--- config.mk ---
export PLATFORM = sky130hd
export DESIGN_NAME = ex_pipe_ctrl
export DESIGN_NICKNAME = d
export VERILOG_FILES = /design/src/rtl/ex_pipe_ctrl_pkg.sv /design/src/rtl/ex_pipe_ctrl_sat_counter.sv /design/src/rtl/ex_pipe_ctrl.sv
export SDC_FILE = /design/constraint.sdc
export NUM_CORES = 1
export LEC_CHECK = 0
export CAP_MARGIN = 15
export CORE_UTILIZATION = 45
export CTS_BUF_LIST = sky130_fd_sc_hd__clkbuf_2
export DETAILED_ROUTE_END_ITERATION = 7
export HOLD_SLACK_MARGIN = 0.06
export PLACE_DENSITY = 0.89
export SLEW_MARGIN = 20
export SYNTH_ARGS = -nofsm -noshare
export SYNTH_HDL_FRONTEND = slang
export SYNTH_SLANG_ARGS = --single-unit
--- constraint.sdc ---
create_clock -name clk -period 2.1 [get_ports clk]
set_input_delay 0.315 -clock clk [delete_from_list [all_inputs] [get_ports clk]]
set_output_delay 0.315 -clock clk [all_outputs]
set_load 0.05 [all_outputs]
--- src/rtl/ex_pipe_ctrl_pkg.sv ---
// Shared types and constants for the execute-stage pipeline sequencing controller.
package ex_pipe_ctrl_pkg;

   localparam int EX_REG_W = 3;

   typedef enum logic [1:0] {
      ST_RUN   = 2'd0,
      ST_DRAIN = 2'd1,
      ST_HALT  = 2'd2
   } ex_state_e;

endpackage

--- src/rtl/ex_pipe_ctrl_sat_counter.sv ---
// Saturating up-counter used for the stall/flush debug event counts.
module sat_counter #(
   parameter int W = 16
) (
   input  logic         clk,
   input  logic         rst,
   input  logic         inc,
   output logic [W-1:0] count
);

   logic [W-1:0] count_q;
   logic [W-1:0] count_d;

   always_comb begin
      count_d = count_q;
      if (inc && (count_q != {W{1'b1}})) begin
         count_d = count_q + 1'b1;
      end
   end

   always_ff @(posedge clk or posedge rst) begin
      if (rst) begin
         count_q <= '0;
      end else begin
         count_q <= count_d;
      end
   end

   assign count = count_q;

endmodule

--- src/rtl/ex_pipe_ctrl.sv ---
// Execute-stage sequencing: stall/flush/redirect decisions, halt drain, debug counters.
//   state | meaning
//   RUN   | normal issue; resolves mem_busy, halt, redirect, load-use in that order
//   DRAIN | halt seen in EX; front end frozen while older instructions retire
//   HALT  | core frozen; only rst leaves
module ex_pipe_ctrl
   import ex_pipe_ctrl_pkg::*;
#(
   parameter int REG_W        = EX_REG_W,
   parameter int DRAIN_CYCLES = 3,
   parameter int CNT_W        = 16
) (
   input  logic             clk,
   input  logic             rst,
   input  logic [REG_W-1:0] id_rs,
   input  logic             id_rs_vld,
   input  logic [REG_W-1:0] id_rt,
   input  logic             id_rt_vld,
   input  logic [REG_W-1:0] ex_rd,
   input  logic             ex_regwrt,
   input  logic             ex_memread,
   input  logic             ex_brchcnd,
   input  logic             ex_alujmp,
   input  logic             ex_dmp,
   input  logic             mem_busy,
   output logic             pc_stall,
   output logic             ifid_stall,
   output logic             ifid_flush,
   output logic             idex_flush,
   output logic             exmem_stall,
   output logic             pc_redirect,
   output logic             halted,
   output logic [CNT_W-1:0] stall_cnt,
   output logic [CNT_W-1:0] flush_cnt
);

   localparam int DW = (DRAIN_CYCLES > 1) ? $clog2(DRAIN_CYCLES) : 1;
   localparam logic [DW-1:0] DRAIN_INIT = DW'(DRAIN_CYCLES - 1);

   ex_state_e     state_q, state_d;
   logic [DW-1:0] drain_q, drain_d;

   logic redirect;
   logic load_use;

   assign redirect = ex_brchcnd | ex_alujmp;
   assign load_use = ex_memread & ex_regwrt &
                     ((id_rs_vld & (id_rs == ex_rd)) | (id_rt_vld & (id_rt == ex_rd)));

   always_comb begin
      state_d     = state_q;
      drain_d     = drain_q;
      pc_stall    = 1'b0;
      ifid_stall  = 1'b0;
      ifid_flush  = 1'b0;
      idex_flush  = 1'b0;
      exmem_stall = 1'b0;
      pc_redirect = 1'b0;
      halted      = 1'b0;
      // Outputs are Mealy on the inputs, so mask them while reset is held.
      if (!rst) begin
         case (state_q)
            ST_RUN: begin
               if (mem_busy) begin
                  pc_stall    = 1'b1;
                  ifid_stall  = 1'b1;
                  exmem_stall = 1'b1;
                  idex_flush  = 1'b1;
               end else if (ex_dmp) begin
                  pc_stall   = 1'b1;
                  ifid_stall = 1'b1;
                  idex_flush = 1'b1;
                  state_d    = ST_DRAIN;
                  drain_d    = DRAIN_INIT;
               end else if (redirect) begin
                  pc_redirect = 1'b1;
                  ifid_flush  = 1'b1;
                  idex_flush  = 1'b1;
               end else if (load_use) begin
                  pc_stall   = 1'b1;
                  ifid_stall = 1'b1;
                  idex_flush = 1'b1;
               end
            end
            ST_DRAIN: begin
               pc_stall   = 1'b1;
               ifid_stall = 1'b1;
               idex_flush = 1'b1;
               if (mem_busy) begin
                  exmem_stall = 1'b1;
               end else if (drain_q == '0) begin
                  state_d = ST_HALT;
               end else begin
                  drain_d = drain_q - 1'b1;
               end
            end
            ST_HALT: begin
               halted      = 1'b1;
               pc_stall    = 1'b1;
               ifid_stall  = 1'b1;
               exmem_stall = 1'b1;
               idex_flush  = 1'b1;
            end
            default: begin
               state_d = ST_RUN;
               drain_d = '0;
            end
         endcase
      end
   end

   always_ff @(posedge clk or posedge rst) begin
      if (rst) begin
         state_q <= ST_RUN;
         drain_q <= '0;
      end else begin
         state_q <= state_d;
         drain_q <= drain_d;
      end
   end

   logic stall_inc;
   assign stall_inc = pc_stall & (state_q != ST_HALT);

   sat_counter #(.W(CNT_W)) u_stall_cnt (
      .clk   (clk),
      .rst   (rst),
      .inc   (stall_inc),
      .count (stall_cnt)
   );

   sat_counter #(.W(CNT_W)) u_flush_cnt (
      .clk   (clk),
      .rst   (rst),
      .inc   (pc_redirect),
      .count (flush_cnt)
   );

endmodule

# Word-level counts from Yosys, hierarchy flattened
# Index checks and enable logic that the tools add are counted.
# word_totals
register_bits	36
elab_cells	67
# classes
reduce_logical	8
bitwise_logic	9
muxes	31
n_eq_ne	12
addsub	3
# ops
operator	n
adder 16 x 1 -> 16 bit, second input constant	2
!= test 16 bit, second input constant	2
two-way mux 1 bit	18
two-way mux 2 bit	8
!= test 2 bit, second input constant	6
case mux 2 bit (3 select lines)	2
AND reduction 6 bit	2
equality test 3 bit	2
case mux 1 bit (2 select lines)	3
AND 1 bit	5
logical NOT 2 bit	2
OR reduction 2 bit	2
equality test 2 x 1 -> 1 bit, second input constant	1
equality test 2 bit, second input constant	1
logical AND 1 bit	2
inverter 1 bit	2
OR 1 bit	2
subtractor 2 x 1 -> 2 bit, second input constant	1

# Depth between registers and ports, before layout
# Gate-level depths: netlist of the first run.
# logic_depth
ltp_word	12
mapped_depth	8
ltp_nobuf	7

# Hierarchy
# From an unflattened synthesis of the first run, not the netlist that was laid out.
# unflattened
cells_unflattened	202
area_unflattened_um2	2110.8
# by_module_without_submodules
mod	n_inst	cells_each	seq_area_each_um2	area_each_um2
sat_counter	2	71	400.4	805.8
ex_pipe_ctrl	1	60	100.1	499.2

# Worst setup path after synthesis of the first run
# Ideal clock, no wire load.
# synth_timing
kind	in2out
start	input port id_rs[0]
end	output port pc_stall
stages	6
setup_slack_ns	-0.682
t_required_ns	1.785
arrival_ns	2.467
cell_sequence	xnor2_1 -> nand4_1 -> a21oi_1 -> a21oi_1 -> o21ai_0 -> buf_4
# synth_via
elab_chain_cells	10
# synth_lines
element	line	text
start, declared	ex_pipe_ctrl.sv:15	input logic [REG_W-1:0] id_rs,
equality test 3 bit	ex_pipe_ctrl.sv:48	((id_rs_vld & (id_rs == ex_rd)) | (id_rt_vld & (id_rt == ex_rd)));
AND 1 bit	ex_pipe_ctrl.sv:48	
OR 1 bit	ex_pipe_ctrl.sv:48	
AND 1 bit	ex_pipe_ctrl.sv:47	assign load_use = ex_memread & ex_regwrt &
two-way mux 1 bit (4 in series)	--	
case mux 1 bit (2 select lines)	--	
two-way mux 1 bit	--	
end, declared	ex_pipe_ctrl.sv:26	output logic pc_stall,
# No other way between the ends.

# Worst setup path in the final report of the first run
# layout_timing
start	register state_q[1]
end	output port pc_redirect
# layout_via
elab_chain_cells	3
# layout_lines
element	line	text
start, declared	ex_pipe_ctrl.sv:40	ex_state_e state_q, state_d;
start signal, assigned	ex_pipe_ctrl.sv:117	state_q <= state_d;
logical NOT 2 bit	ex_pipe_ctrl.sv:62	case (state_q)
two-way mux 1 bit	ex_pipe_ctrl.sv:62	
two-way mux 1 bit	ex_pipe_ctrl.sv:61	if (!rst) begin
end, declared	ex_pipe_ctrl.sv:31	output logic pc_redirect,
# No other way between the ends.

==> Flow_metrics.wiki, run 1 <==
{| class="wikitable"
! Metric !! Value
|-
| Net count of the mapped netlist || 222
|-
| Net count reported at finish || 320
|-
| Status || completed
|-
| DRC violations left || 0
|-
| Port-buffer cells || 57
|-
| Rel. slew slack || 0.6515
|-
| Vert. Die Dim || 69.51 um
|-
| Initial cell density of the core || 0.4710
|-
| Maximum capacitance violations || 0
|-
| Gate Count Post-Synth || 196
|-
| CTS H-tree lvls || 2
|-
| Number of clock sinks seen by CTS || 36
|-
| Standby leakage power || 1.485 nW
|-
| Crit Path Max Fanout || 6
|-
| Total routing usage reported by global routing || 0.1999
|-
| Hold-critical path depth || 1
|-
| Setup Crit Path Kind || flop to output port
|-
| Floorplan die area || 4831 um2
|-
| TritonCTS buffer count || 5
|-
| Unique cell type count in the Yosys netlist || 38
|-
| Worst ir drop on vdd || about 550 uV
|-
| Final wirelength || 5063 um
|-
| Worst R2R End || u_stall_cnt.count[1]
|-
| Final Skew || approximately 0.01 ns
|-
| Endpoint of the worst hold-timing path || u_flush_cnt.count[11]
|-
| Aggregate global routing overflow || 0
|-
| Via density per instance || 5.467
|-
| Final Critical Period || 2.024 ns
|-
| Post-CTS Hold Fix Bufs || 0
|-
| Final setup slack of the worst path || 0.07567 ns
|-
| Most instantiated flip-flop cell in the synthesis netlist || dfrtp_1
|-
| Top-level I/O count || 58
|-
| Share of post-route cells with drive strength above 1 || 0.2475
|-
| Share of the synthesized area in the top cell type || 0.4393
|-
| Final Power || 3.133 mW
|-
| Final hold viol count || 0
|-
| Syn Area/Cell || 10.46 um2
|-
| DRT antenna net count || 0
|-
| Clock Latency Late Sink || 0.38 ns
|-
| Cell chosen for the clock root || clkbuf_2
|-
| Cell type with the highest aggregate area in the netlist || dfrtp_1
|-
| Total via count after detailed routing || approximately 1,900
|-
| Final weighted congestion in routability-driven placement || between 0.8 and 0.9
|-
| Sequential area share after synthesis || 0.4393
|-
| Area added between synthesis and finish || 55.03%
|-
| Number of iterations in the first detailed-routing pass || 4
|-
| Largest net degree at the start of global routing || 21
|-
| Power per Cell Area || ~990 nW/um2
|-
| Yosys synthesis warning count || 0
|-
| Number of global-route vias before repair || 1,726
|-
| Worst Reg-to-Reg Cells || 9
|-
| Setup slack at placement || -0.2019 ns
|-
| Total count of max-transition violations in the final report || 0
|-
| Fin area || 3179 um2
|-
| Reg2reg start || state_q[1]
|-
| Global-route wire length before repair || 7728 um
|-
| Beginning of the worst hold path || u_flush_cnt.count[11]
|-
| Flop-to-flop setup slack || 0.10 ns
|-
| Placed Instance Area || a little under 3000 um2
|-
| Worst Path Required || 1.78 ns
|-
| Achievable Freq || 494.0 MHz
|-
| Die width || 69.51 um
|-
| Total Negative Setup Slacks || 0 ns
|-
| Synth area leaders || dfrtp_1 (44%), xnor2_1 (14%), ha_1 (4.3%)
|-
| Number of antenna violations at the first check in global routing || 0
|-
| Finish-stage setup viols || 0
|-
| Number of synthesized flops with an enable pin || 0
|-
| Async set or reset register ratio after synthesis || 1.000
|-
| Worst hold-check path type || flop to flop
|-
| Maximum number of buffers from clock root to sink || 2
|-
| Routed wirelength normalized by instance count || ~15 um
|-
| CTS tree || done
|-
| Type of destination of the critical path || output port
|-
| Std cell rows || 24
|-
| Final critical-path share of the clock period || 0.9640
|-
| # diodes || 0
|-
| Post-synthesis instance area || 2051 um2
|-
| Total of flip-flops plus latches after synthesis || 36
|-
| Detailed Route Iter0 Violations || 83
|-
| RSZ-0062 raised after global routing || yes
|-
| Post-DP HPWL || 3463 um
|-
| Startpoint type of the worst setup path || flop
|-
| Count of fill cells added during filler insertion || 297
|-
| Worst Tran Pin Value || 0.5212 ns
|-
| Clock-pin slew on the worst setup and hold paths || 0.16 ns
|-
| Worst EP arrival || 1.71 ns
|-
| Floorplan core area || 4354 um2
|}
-- logic make-up (layout without fill, tap and decap cells) --
group	count (synthesis)	after routing	synth area share
buffers and inverters	12	111	0.02745
flip-flops	36	36	0.4393
multiplexers	3	3	0.01769
AO/OA/AOI/OAI	37	37	0.1373
XOR/XNOR	35	35	0.1495
adder cells (fa/ha/maj)	7	7	0.04271
AND/OR/NAND/NOR	66	66	0.1861
-- cell usage after synthesis (3+ instances only) --
cell and instances:
o21ai_0 13, nor2b_1 3, inv_1 9, nor2_1 9, nand4_1 10, nand3_1 9
nand2_1 12, a21oi_1 6, and3_1 7, xnor2_1 33, dfrtp_1 36, o211ai_1 3
ha_1 7, and4_1 4, buf_4 3, nor3_1 3
-- sequential cells by signal (all words and copies together), names as in the netlist --
| register | flops |
|---|---|
| state_q | 2 |
| drain_q | 2 |
| u_flush_cnt.count | 16 |
| u_stall_cnt.count | 16 |
-- layer usage --
layer	vias to the layer above	global-route usage	share of wire
met5	-	0	0
met4	0	0.06803	0.0079
met3	6	0.05814	0.059
met2	63	0.3355	0.52
met1	922	0.2455	0.41
li1	906	-	-
-- layout by cell type, fill, tap and decap left out, types with 2 or more instances in the layout --
master           Yosys  final
buf_6                0      2
dfrtp_1             36     36
clkbuf_2             0      7
nand2_1             12     12
a2111oi_4            2      2
buf_12               0      7
xnor2_1             33     33
dlygate4sd2_1        0      4
inv_2                0      2
ha_1                 7      5
nor3_1               3      3
ha_4                 0      2
nor4_4               0      2
o2111ai_1            2      2
inv_1                9      6
buf_4                3     34
nor2_4               1      2
a21o_1               2      2
a21oi_1              6      5
and4_1               4      4
xor2_1               2      2
nor2b_1              3      3
o21ai_0             13     11
o21ai_2              1      2
nor2_1               9      7
clkdlybuf4s50_1      0     34
o211ai_1             3      3
nand4_1             10     10
and3_1               7      7
dlymetal6s2s_1       0     12
nand3_1              9      9
-- timing repair --
action | in CTS | in global routing
pin swaps | 7 | 15
gates resized for setup | 13 | 27
cloned | 0 | 1
setup endpoints to repair | 6 | 27
setup buffers | 4 | 6
-- per-stage QoR --
step	cells	hold slack, ns	util
after floorplan	196	0.4730	-
after global placement	328	0.4900	0.6727
after detailed placement	328	0.5025	0.6727
after CTS	340	0.5105	0.6943
after global routing	347	0.5474	0.7302
final	347	0.5232	0.7302
-- area by class of cell --
cell class / count / area [um2] / area share
Clock inverter: 1 / 3.754 / 0.001181
Tap cell: 52 / 65.06 / 0.02046
Multi-Input combinational cell: 148 / 1185 / 0.3727
Inverter: 9 / 41.29 / 0.01299
Sequential cell: 36 / 900.9 / 0.2834
Clock buffer: 7 / 35.03 / 0.01102
Timing Repair Buffer: 94 / 948.4 / 0.2983
-- critical path: stages (launching register included) --
cell and delay, ns:
dfrtp_1 0.43, inv_2 0.09, ha_4 0.16, nor4b_4 0.20, o21ai_2 0.13, buf_6 0.15
inv_8 0.06, buf_12 0.12
-- worst max path at each step --
stage               startpoint  slack [ns]  cells after the start     endpoint
floorplan             id_rs[0]       -0.24                      6     pc_stall
global placement      ex_rd[0]       -0.13                      7   idex_flush
detailed placement    ex_rd[2]       -0.20                      8   ifid_stall
CTS                   id_rt[2]       0.002                      8   ifid_stall
global route        state_q[1]       -0.08                      7  pc_redirect
finish              state_q[1]        0.08                      7  pc_redirect
-- report_power, final --
group	internal (mW)	leakage (nW)	switching [mW]
Sequential	0.812	0.480	0.129
Combinational	0.854	0.974	1.03
Clock	0.0892	0.0306	0.217
Power figures use the tool's default switching activity.
==> run 2, diff against run 1 <==
--- a/config.mk
+++ b/config.mk
@@ -6,11 +6,14 @@
 export NUM_CORES = 1
 export LEC_CHECK = 0
 export CAP_MARGIN = 15
-export CORE_UTILIZATION = 45
+export CELL_PAD_IN_SITES_DETAIL_PLACEMENT = 0
+export CELL_PAD_IN_SITES_GLOBAL_PLACEMENT = 2
+export CORE_UTILIZATION = 27
 export CTS_BUF_LIST = sky130_fd_sc_hd__clkbuf_2
 export DETAILED_ROUTE_END_ITERATION = 7
 export HOLD_SLACK_MARGIN = 0.06
-export PLACE_DENSITY = 0.89
+export PLACE_DENSITY = 0.87
+export SETUP_SLACK_MARGIN = 0.2
 export SLEW_MARGIN = 20
 export SYNTH_ARGS = -nofsm -noshare
 export SYNTH_HDL_FRONTEND = slang
==> Flow_metrics.wiki, run 2 (same netlist as run 1, synthesis figures left out) <==
{| class="wikitable"
! Metric !! Value
|-
| DRC violations left || 0 (unchanged)
|-
| Startpoint type of the worst setup path || flop
|-
| Type of destination of the critical path || flop
|-
| Standby leakage power || 1.521 nW (+2.5%)
|-
| Net count reported at finish || 325 (+1.6%)
|-
| Maximum capacitance violations || 0 (unchanged)
|-
| Cell chosen for the clock root || clkbuf_2
|-
| Die width || 89.15 um (+28%)
|-
| Achievable Freq || 490.3 MHz (-0.75%)
|-
| Total routing usage reported by global routing || 0.1481 (-0.05176)
|-
| Clock Latency Late Sink || 0.38 ns (about the same)
|-
| Number of iterations in the first detailed-routing pass || 4 (unchanged)
|-
| Placed cells || 370 (+13%)
|-
| Final Skew || 0.03089 ns (+0.02084 ns)
|-
| Floorplan die area || 7948 um2 (+65%)
|-
| Number of global-route vias before repair || 1,863 (+7.9%)
|-
| Met2 Resource Use GR || 0.2484 (-0.08705)
|-
| Fin area || 3376 um2 (+6.2%)
|-
| Commonest non-fill, non-tap cell in the layout || dlygate4sd2_1
|-
| Final weighted congestion in routability-driven placement || 0.7347 (-11%)
|-
| Largest net degree at the start of global routing || 35 (+67%)
|-
| Post-DP HPWL || 3686 um (+6.4%)
|-
| Maximum number of buffers from clock root to sink || 2 (unchanged)
|-
| Clock-pin slew on the worst setup and hold paths || 0.18 ns (+0.02 ns)
|-
| CTS H-tree lvls || 2 (unchanged)
|-
| Total via count after detailed routing || 1,874 (-1.2%)
|-
| Busiest layer in global routing || met2
|-
| Share of post-route cells with drive strength above 1 || 0.3533 (+0.1059)
|-
| Most frequent cells in the layout || dlygate4sd2_1 (42), xnor2_1 (32), buf_4 (29)
|-
| Port-buffer cells || 57 (unchanged)
|-
| Placed Instance Area || 3019 um2 (+3.1%)
|-
| Routed wirelength normalized by instance count || 14.03 um (-3.9%)
|-
| Setup Crit Path Kind || flop to flop
|-
| Total count of max-transition violations in the final report || 0 (unchanged)
|-
| Crit Path Max Fanout || 5 (-1)
|-
| Global routing met1 resource utilization || 0.1856 (-0.05985)
|-
| Worst EP arrival || 2.32 ns (+0.61 ns)
|-
| Global-route wire length before repair || 8983 um (+16%)
|-
| Std cell rows || 31 (+29%)
|-
| Final Instance Count excl. Fillers || 399 (+15%)
|-
| Floorplan core area || 7292 um2 (+67%)
|-
| Number of clock sinks seen by CTS || 36 (unchanged)
|-
| Initial cell density of the core || 0.2812 (-0.1897)
|-
| DRT antenna net count || 0 (unchanged)
|-
| Detailed Route Iter0 Violations || 51 (-39%)
|-
| Setup slack at placement || -0.1815 ns (+0.02039 ns)
|-
| Vert. Die Dim || 89.15 um (+28%)
|-
| # diodes || 0 (unchanged)
|-
| Finish-stage setup viols || 0 (unchanged)
|-
| Rel. slew slack || 0.6516 (about the same)
|-
| Final Critical Period || 2.040 ns (+0.01528 ns)
|-
| Top-level I/O count || 58 (unchanged)
|-
| Final setup slack of the worst path || 0.06038 ns (-0.01528 ns)
|-
| Worst Tran Pin Value || 0.5248 ns (+0.003592 ns)
|-
| Worst ir drop on vdd || 412.4 uV (-25%)
|-
| Power per Cell Area || 982.7 nW/um2 (-0.26%)
|-
| Number of antenna violations at the first check in global routing || 0 (unchanged)
|-
| TritonCTS buffer count || 5 (unchanged)
|-
| Worst hold-check path type || input pin to async pin
|-
| Final critical-path share of the clock period || 0.9712 (+0.007278)
|-
| Via density per instance || 4.697 (-14%)
|-
| Final core utilization || 0.4629 (-0.2672)
|-
| CTS tree || done
|-
| Aggregate global routing overflow || 0 (unchanged)
|-
| Worst Path Required || 2.38 ns (+0.60 ns)
|-
| Met3 usage || 0.03878 (-0.01936)
|-
| Post-CTS Hold Fix Bufs || 0 (unchanged)
|-
| Status || completed
|-
| RSZ-0062 raised after global routing || yes
|-
| Final hold viol count || 0 (unchanged)
|-
| Area added between synthesis and finish || 64.61%
|-
| Final wirelength || 5597 um (+11%)
|}
run 2: final timing paths:
path                                       from                   end  slack [ns]  depth (start not counted)
min in group clk           u_flush_cnt.count[4]  u_flush_cnt.count[4]        0.51                          1
max in group asynchronous                   rst  u_flush_cnt.count[5]        1.22                          4
min                                         rst            state_q[1]        0.46                          3
min reg2reg                u_flush_cnt.count[4]  u_flush_cnt.count[4]        0.51                          1
max reg2reg                          state_q[0]  u_stall_cnt.count[1]        0.06                          9
max                                  state_q[0]  u_stall_cnt.count[1]        0.06                          9
run 2: area by class of cell:
class                   count  area [um2]
repair buffers             99       954.7
flip-flops and latches     36       923.4
clock inverters             2       11.26
well taps                  99       123.9
fillers                   733        3916
clock buffers               6       30.03
inverters                   9       41.29
multi-input cells         148        1291
run 2: per-layer routing:
metal | share of wire | wire length [um] | up-vias
li1 | - | - | 909
met1 | 0.43 | 2411 | 911
met2 | 0.50 | 2784 | 48
met3 | 0.061 | 339 | 6
met4 | 0.011 | 61 | 0
met5 | 0 | 0 | -
run 2: critical path: stages (launching register included):
cell and delay, ns:
dfrtp_1 0.42, inv_2 0.08, buf_4 0.14, ha_4 0.16, nor2_1 0.12, nand4b_1 0.23, a2111oi_4 0.31, buf_6 0.18
nor2_4 0.04, mux2_4 0.28
run 2: power breakdown:
group	internal, mW	leakage [nW]	switching (mW)	total, mW
combinational	0.921	1.04	1.10	2.02
clock	0.0834	0.0266	0.241	0.324
sequential	0.826	0.454	0.144	0.969
run 2: stage by stage:
step	power, mW	TNS [ns]	hold WS [ns]
after floorplan	2.075	0	0.4730
after global placement	2.678	-1.654	0.4822
after detailed placement	2.705	-1.851	0.4863
after CTS	3.249	0	0.4194
after global routing	3.532	-0.2243	0.4385
final	3.317	0	0.4559
run 2: timing repair:
action | in CTS | in global routing
gates resized for setup | 70 | 19
setup buffers | 16 | 3
cloned | 2 | 0
pin swaps | 18 | 13
hold endpoints to repair | 0 | 0
endpoints found under the setup margin | 57 | 35
